**src/rtl/cajero_secuenciador.sv**
```systemverilog
// Session sequencer for the automatic cashier: card -> PIN -> one transaction -> back to idle.
// Owns the account balance and reports dispense, rejection, timeout and card-lock events.
module cajero_secuenciador #(
  parameter int ANCHO_MONTO                       = 32,
  parameter int ANCHO_BALANCE                     = 64,
  parameter logic [ANCHO_BALANCE-1:0] BALANCE_INICIAL = 1000,
  parameter int TIMEOUT_CICLOS                    = 16
) (
  input  logic                     clk,
  input  logic                     reset,
  input  logic                     tarjeta_recibida,
  input  logic                     digito_stb,
  input  logic                     pin_fin,
  input  logic                     pin_incorrecto,
  input  logic                     pin_bloqueo,
  input  logic                     monto_stb,
  input  logic                     tipo_trans,
  input  logic [ANCHO_MONTO-1:0]   monto,
  output logic                     pin_habilitar,
  output logic [ANCHO_BALANCE-1:0] balance,
  output logic                     balance_actualizado,
  output logic                     entregar_dinero,
  output logic                     fondos_insuficientes,
  output logic                     sesion_cancelada,
  output logic                     bloqueo_tarjeta,
  output logic                     fin
);

  localparam int CW = (TIMEOUT_CICLOS > 2) ? $clog2(TIMEOUT_CICLOS) : 1;
  localparam logic [CW-1:0] CUENTA_MAX = CW'(TIMEOUT_CICLOS - 1);

  typedef enum logic [2:0] {
    IDLE,
    ESPERA_PIN,
    ESPERA_MONTO,
    EJECUTAR,
    BLOQUEADO
  } estado_t;

  estado_t                    state_reg, state_next;
  logic [CW-1:0]              cuenta_reg, cuenta_next;
  logic                       tipo_reg, tipo_next;
  logic [ANCHO_MONTO-1:0]     monto_reg, monto_next;
  logic [ANCHO_BALANCE-1:0]   balance_reg, balance_next;
  logic                       actualizado_reg, actualizado_next;
  logic                       entregar_reg, entregar_next;
  logic                       fondos_reg, fondos_next;
  logic                       cancelada_reg, cancelada_next;
  logic                       fin_reg, fin_next;
  logic                       pin_hab_reg;
  logic                       bloqueo_reg;

  logic [ANCHO_BALANCE-1:0]   monto_ext;
  logic [ANCHO_BALANCE:0]     suma;
  logic                       timeout;

  assign monto_ext = ANCHO_BALANCE'(monto_reg);
  assign suma      = {1'b0, balance_reg} + {1'b0, monto_ext};
  assign timeout   = (cuenta_reg == CUENTA_MAX);

  always_comb begin
    state_next       = state_reg;
    cuenta_next      = cuenta_reg;
    tipo_next        = tipo_reg;
    monto_next       = monto_reg;
    balance_next     = balance_reg;
    actualizado_next = 1'b0;
    entregar_next    = 1'b0;
    fondos_next      = 1'b0;
    cancelada_next   = 1'b0;
    fin_next         = 1'b0;

    case (state_reg)
      IDLE: begin
        cuenta_next = '0;
        if (tarjeta_recibida) state_next = ESPERA_PIN;
      end

      ESPERA_PIN: begin
        if (pin_bloqueo) begin
          state_next  = BLOQUEADO;
          cuenta_next = '0;
        end else if (pin_fin) begin
          state_next  = ESPERA_MONTO;
          cuenta_next = '0;
        end else if (digito_stb || pin_incorrecto) begin
          // Keypad activity in the firing cycle still rescues the session.
          cuenta_next = '0;
        end else if (timeout) begin
          state_next     = IDLE;
          cancelada_next = 1'b1;
          cuenta_next    = '0;
        end else begin
          cuenta_next = cuenta_reg + CW'(1);
        end
      end

      ESPERA_MONTO: begin
        if (monto_stb) begin
          state_next  = EJECUTAR;
          tipo_next   = tipo_trans;
          monto_next  = monto;
          cuenta_next = '0;
        end else if (digito_stb || pin_incorrecto) begin
          cuenta_next = '0;
        end else if (timeout) begin
          state_next     = IDLE;
          cancelada_next = 1'b1;
          cuenta_next    = '0;
        end else begin
          cuenta_next = cuenta_reg + CW'(1);
        end
      end

      EJECUTAR: begin
        state_next = IDLE;
        fin_next   = 1'b1;
        if (!tipo_reg) begin
          // Deposits saturate rather than wrap the balance.
          balance_next     = suma[ANCHO_BALANCE] ? '1 : suma[ANCHO_BALANCE-1:0];
          actualizado_next = 1'b1;
        end else if (monto_ext <= balance_reg) begin
          balance_next     = balance_reg - monto_ext;
          actualizado_next = 1'b1;
          entregar_next    = 1'b1;
        end else begin
          fondos_next = 1'b1;
        end
      end

      BLOQUEADO: state_next = BLOQUEADO;

      default: state_next = IDLE;
    endcase
  end

  always_ff @(posedge clk or posedge reset) begin
    if (reset) begin
      state_reg       <= IDLE;
      cuenta_reg      <= '0;
      tipo_reg        <= 1'b0;
      monto_reg       <= '0;
      balance_reg     <= BALANCE_INICIAL;
      actualizado_reg <= 1'b0;
      entregar_reg    <= 1'b0;
      fondos_reg      <= 1'b0;
      cancelada_reg   <= 1'b0;
      fin_reg         <= 1'b0;
      pin_hab_reg     <= 1'b0;
      bloqueo_reg     <= 1'b0;
    end else begin
      state_reg       <= state_next;
      cuenta_reg      <= cuenta_next;
      tipo_reg        <= tipo_next;
      monto_reg       <= monto_next;
      balance_reg     <= balance_next;
      actualizado_reg <= actualizado_next;
      entregar_reg    <= entregar_next;
      fondos_reg      <= fondos_next;
      cancelada_reg   <= cancelada_next;
      fin_reg         <= fin_next;
      // Level outputs are registered from the next state so they track the state exactly.
      pin_hab_reg     <= (state_next == ESPERA_PIN);
      bloqueo_reg     <= (state_next == BLOQUEADO);
    end
  end

  assign pin_habilitar        = pin_hab_reg;
  assign balance              = balance_reg;
  assign balance_actualizado  = actualizado_reg;
  assign entregar_dinero      = entregar_reg;
  assign fondos_insuficientes = fondos_reg;
  assign sesion_cancelada     = cancelada_reg;
  assign bloqueo_tarjeta      = bloqueo_reg;
  assign fin                  = fin_reg;

endmodule

```
**config.mk**
```make
export PLATFORM = sky130hd
export DESIGN_NAME = cajero_secuenciador
export DESIGN_NICKNAME = d
export VERILOG_FILES = /design/src/rtl/cajero_secuenciador.sv
export SDC_FILE = /design/constraint.sdc
export NUM_CORES = 1
export LEC_CHECK = 0
export ABC_AREA = 1
export BUFFER_PORTS_ARGS = -buffer_cell sky130_fd_sc_hd__buf_4
export CAP_MARGIN = 10
export CORE_ASPECT_RATIO = 0.5
export CORE_MARGIN = 2
export CORE_UTILIZATION = 50
export DETAILED_ROUTE_END_ITERATION = 10
export GPL_ROUTABILITY_DRIVEN = 0
export GPL_TIMING_DRIVEN = 0
export PLACE_DENSITY_LB_ADDON = 0.2
export SETUP_SLACK_MARGIN = 0.3
export SLEW_MARGIN = 30
export SYNTH_ARGS = -nofsm -noshare
export SYNTH_HDL_FRONTEND = slang
export SYNTH_SLANG_ARGS = --single-unit
```
**constraint.sdc**
```tcl
create_clock -name clk -period 5 [get_ports clk]
set_clock_uncertainty 0.2 [all_clocks]
set_input_delay 1 -clock clk [delete_from_list [all_inputs] [get_ports clk]]
set_output_delay 1 -clock clk [all_outputs]
set_load 0.02 [all_outputs]
```
=== Yosys cells after proc, flatten, opt, wreduce, memory -nomap -nowiden ===
Cells that the tools add are included.

* Bits in registers: 111
* Output and inout bits: 71
* Bits of input ports: 41

* Magnitude comparators: 1
* Muxes and demuxes: 31
* Reductions and logical operators: 5
* Add/sub/neg operators: 3
* Equality and inequality tests: 8

{| class="wikitable"
|+ Operator list
! kind !! count
|-
| two-way mux 64 bit || 3
|-
| adder 64 x 32 -> 65 bit || 1
|-
| <= comparator 32 x 64 -> 1 bit || 1
|-
| subtractor 64 x 32 -> 64 bit || 1
|-
| two-way mux 4 bit || 5
|-
| two-way mux 3 bit || 6
|-
| two-way mux 1 bit || 14
|-
| case mux 3 bit (4 select lines) || 1
|-
| case mux 4 bit (3 select lines) || 1
|-
| == test 3 x 1 -> 1 bit (second input constant) || 2
|-
| == test 3 x 2 -> 1 bit (second input constant) || 2
|-
| == test 3 bit (second input constant) || 2
|-
| adder 4 x 1 -> 4 bit (second input constant) || 1
|-
| == test 4 bit (second input constant) || 1
|-
| AND reduction 2 bit || 2
|-
| logical NOT 3 bit || 1
|-
| nonzero test 3 bit || 1
|-
| inequality test 2 x 1 -> 1 bit (second input constant) || 1
|-
| case mux 1 bit (2 select lines) || 1
|-
| logical OR 1 bit || 1
|}

=== Longest topological paths before layout ===
* Depth after elaboration: 7
* Mapped depth: 20
* Gate-level depth less buffers: 19

=== Worst setup path before layout ===
OpenSTA, ideal clock, no wires.

* Kind: register to register
* Start point: register balance_reg[0] (netlist: balance[0])
* End point: register balance_reg[20] (netlist: balance[20])
* Period minus slack after synthesis: 2.661 ns
* Cell stages (with the launch flop): 18
* Data arrival time: 2.338 ns
* Setup time: 0.124 ns
* Buffers on the path: 1
* Required time: 4.676 ns
* Setup slack: 2.339 ns
* Path through: dfrtp_1 -> inv_1 -> ha_1 -> inv_1 -> fa_1 -> nand3_1 -> nand3_1 -> nand2_1 -> nand3_1 -> nand2_1 -> nand2_1 -> nand2_1 -> nand3_2 -> nor2_4 -> nor2_8 -> buf_2 -> nor2_1 -> a21oi_2

* Cells in the longest elaborated chain, start to end: 3

{| class="wikitable"
|+ Ends and longest elaborated chain
! what !! line !! source
|-
| from (decl) || 44 || <nowiki>logic [ANCHO_BALANCE-1:0] balance_reg, balance_next;</nowiki>
|-
| from (signal assigned) || 156 || <nowiki>balance_reg <= balance_next;</nowiki>
|-
| adder 64 x 32 -> 65 bit (tied with other cells) || 58 || <nowiki>assign suma = {1'b0, balance_reg} + {1'b0, monto_ext};</nowiki>
|-
| two-way mux 64 bit (tied with other cells) || 120 || <nowiki>balance_next = suma[ANCHO_BALANCE] ? '1 : suma[ANCHO_BALANCE-1:0];</nowiki>
|-
| two-way mux 64 bit / AND reduction 2 bit (equally long branches) || n/a ||
|}

Parallel ways exist; a longest one is shown, timed or not. The select of a mux whose other input is x is not followed.
A chain may end at the register's enable or synchronous reset.

=== Worst setup path after layout ===
* Start point: register balance_reg[0] (netlist: balance[0])
* End point: register balance_reg[45] (netlist: balance[45])

Same word-level chain as after synthesis.

==> results.toml <==
[setup_path]
worst-setup-path-type = "register to register"
reg2reg_to = "balance[45]"
crit_start = "balance[0]"
slowest_delay_ns = 0.43
r2r_start = "balance[0]"
critPathArrivalTime_ns = 3.50
cp_slowest_cell = "fa_1"
cp_cell_sequence = "inv_1, ha_1, inv_1, fa_1, nand3_1, nand3_1, nand2_1, nand3_1, nand2_1, nand2_1, nand2_1, nand3_2, nor2_4, nor2_8, buf_2, nand2_1, nand3_1"
start_kind = "register"
cpMostUsedCell = "nand2_1"
critPathMaxFanout = 10
worstPathRequired_ns = 5.07
rr_worst_depth = 17
end_kind = "register"
reg2reg_setup_slack_ns = 1.56

[routing]
m1WireLength_um = 21120
routed-wl-met3_um = 7166
dr.pass1.iters = 7
wl_um = 49660
ant_nets = 0
first_iter_violations = 2309
dr_wl_met2_um = 19170
highest_layer = "met5"
viasPerCell = 5.518
wl_per_cell_um = 17.88
vias = 15320
drc_errors = 0

[logic_synthesis]
syn_avg_cell_area_um2 = 5.610
syn-cell-area_um2 = 12940
synth_nets = 2414
syn_inst = 2306
ys_seq_area_frac = 0.2153
synth_edf_count = 0
yosysWarnings = 0
synth_cell_types = 51
ys_seq_elements = 111
ys.flop_type = "dfrtp_1"
async_reset_ff_frac = 1.000

[sta]
final.min_clock_period_ns = 3.439
rsz0062_at_grt = "no"
worst_slack_ns = 1.561
fin_setup_tns_ns = 0
fmax_ghz = 0.2908
slew-limit-headroom = 0.2450
worst_pin_slew_ns = 1.133
slew_viol_final = 0
fin_crit_sh = 0.6878
hold_viol = 0
setup_violations = 0

[outcome]
status = "finished clean"

[floorplan]
core_area_um2 = 25290
pin_count = 112
initial_utilization = 0.5115
die_x_um = 231.5
dieArea_um2 = 27250
rows = 41
die_h_um = 117.7

[finish]
design_area_um2 = 14560
final_layout_size_suffix_gt1_frac = 0.1106
final_util = 0.5756
diodes = 0
layout_common_cells = "nand2_1 (792), inv_1 (403), nor2_1 (289), nand3_1 (199), buf_4 (115)"
largest_reg_flops = 64
area_growth_pct = 12.53
mostFrequentLayoutCell = "nand2_1"
fin_nets = 2537

[job]
drv_cap = 0

[power_and_ir_drop]
powerDensity_nw_per_um2 = 814.4
peakVddDrop_mv = 0.2703
p_leak_nw = 8.168

[place]
placed_cell_area_um2 = 14230
dp_hpwl_um = 40190
post-place-ws_ns = 1.732
io_buffers = 111

[global_route]
overflow = 0
grt_antenna_before_repair = 1
grt_pass1_wl_um = 75190
grt_pass1_vias = 13450
grt_use_total = 0.3635
grt_max_degree = 79

[clocking]
tritoncts = "yes"
post_cts_buffers = 0
cts.path.max_buffers = 2
cts_buffers = 9
cts.repair.resized = 0
ctsRootBufferMaster = "clkbuf_16"
cts.htree.levels = 3
cts.clk_slew.worst_paths_ns = 0.08
clk-insertion-delay-late_ns = 0.40
holdBufCountCts = 0
cts.sinks = 111

[worst_hold_path]
hp-class = "primary input to asynchronous set/reset pin"
## stage by stage
stage | hold slack (ns) | std cells | total power [mW]
after floorplan | 0.3105 | 2306 | 7.778
after global placement | 0.3267 | 2761 | 10.49
after detailed placement | 0.3336 | 2762 | 10.59
after CTS | 0.3388 | 2777 | 11.46
after global routing | 0.3595 | 2777 | 12.70
final | 0.3380 | 2777 | 11.85
## power by group
| group | leakage [nW] | switching [mW] | internal [mW] |
|---|---|---|---|
| clock | 0.159 | 0.384 | 0.451 |
| sequential | 1.29 | 0.465 | 1.31 |
| combinational | 6.72 | 6.52 | 2.73 |
| total | 8.17 | 7.37 | 4.48 |
## cell type report
class | count | area, um^2
well taps | 344 | 430.4
clock inverters | 5 | 82.58
flip-flops and latches | 111 | 2785
inverters | 419 | 1580
multi-input cells | 1702 | 8188
clock buffers | 10 | 239.0
repair buffers | 112 | 860.8
plain buffers | 74 | 390.4
fillers | 2673 | 10730
## Yosys cell counts (4+ instances only)
cell type / number / share of area
a21oi_1: 97 / 0.038
a21oi_2: 23 / 0.016
buf_2: 45 / 0.017
buf_4: 4 / 0.0023
buf_6: 4 / 0.0035
clkbuf_1: 18 / 0.0052
dfrtp_1: 105 / 0.20
dfstp_2: 6 / 0.012
ha_1: 65 / 0.063
inv_1: 404 / 0.12
inv_2: 14 / 0.0041
nand2_1: 792 / 0.23
nand2_2: 6 / 0.0029
nand3_1: 199 / 0.077
nand3_2: 9 / 0.0070
nand3b_1: 4 / 0.0023
nand4_1: 39 / 0.019
nor2_1: 289 / 0.084
nor2_2: 11 / 0.0053
nor3_1: 29 / 0.011
nor4_1: 5 / 0.0024
o21ai_0: 54 / 0.021
o21ai_1: 4 / 0.0015
o21bai_1: 7 / 0.0041
xnor2_1: 6 / 0.0041
xor2_1: 23 / 0.016
## logic make-up (layout without fill, tap and decap cells)
logic type                 after synthesis  after routing  share of synthesized area
DFF                                    111            111                     0.2153
adders and majority gates               67             67                    0.06596
xor gates and xnor gates                29             29                    0.01963
muxes                                    1              1                  0.0008704
buffers and inverters                  493            620                     0.1518
and+or+nand+nor                       1404           1404                     0.4574
AOI/OAI and AO/OA                      201            201                    0.08908
## how the worst max path moves through the flow
stage	depth (start not counted)	to
2_1_floorplan	1	balance[0]
3_3_place_gp	2	monto_reg[4]
3_5_place_dp	17	balance[45]
4_1_cts	17	balance[45]
5_1_grt	17	balance[45]
6_report	17	balance[45]
## worst max-delay path, delay by kind of cell, from the launching register on
family / cells / cell delay, ns
adders and majority gates: 2 / 0.58
and+or+nand+nor: 12 / 1.71
DFF: 1 / 0.40
buffers and inverters: 3 / 0.41
## per-layer routing
layer / vias to the layer above / track usage
li1: 7339 / -
met1: 6944 / 0.4977
met2: 877 / 0.5065
met3: 159 / 0.1371
met4: 4 / 0.1540
met5: - / 0
Power figures use the tool's default switching activity.
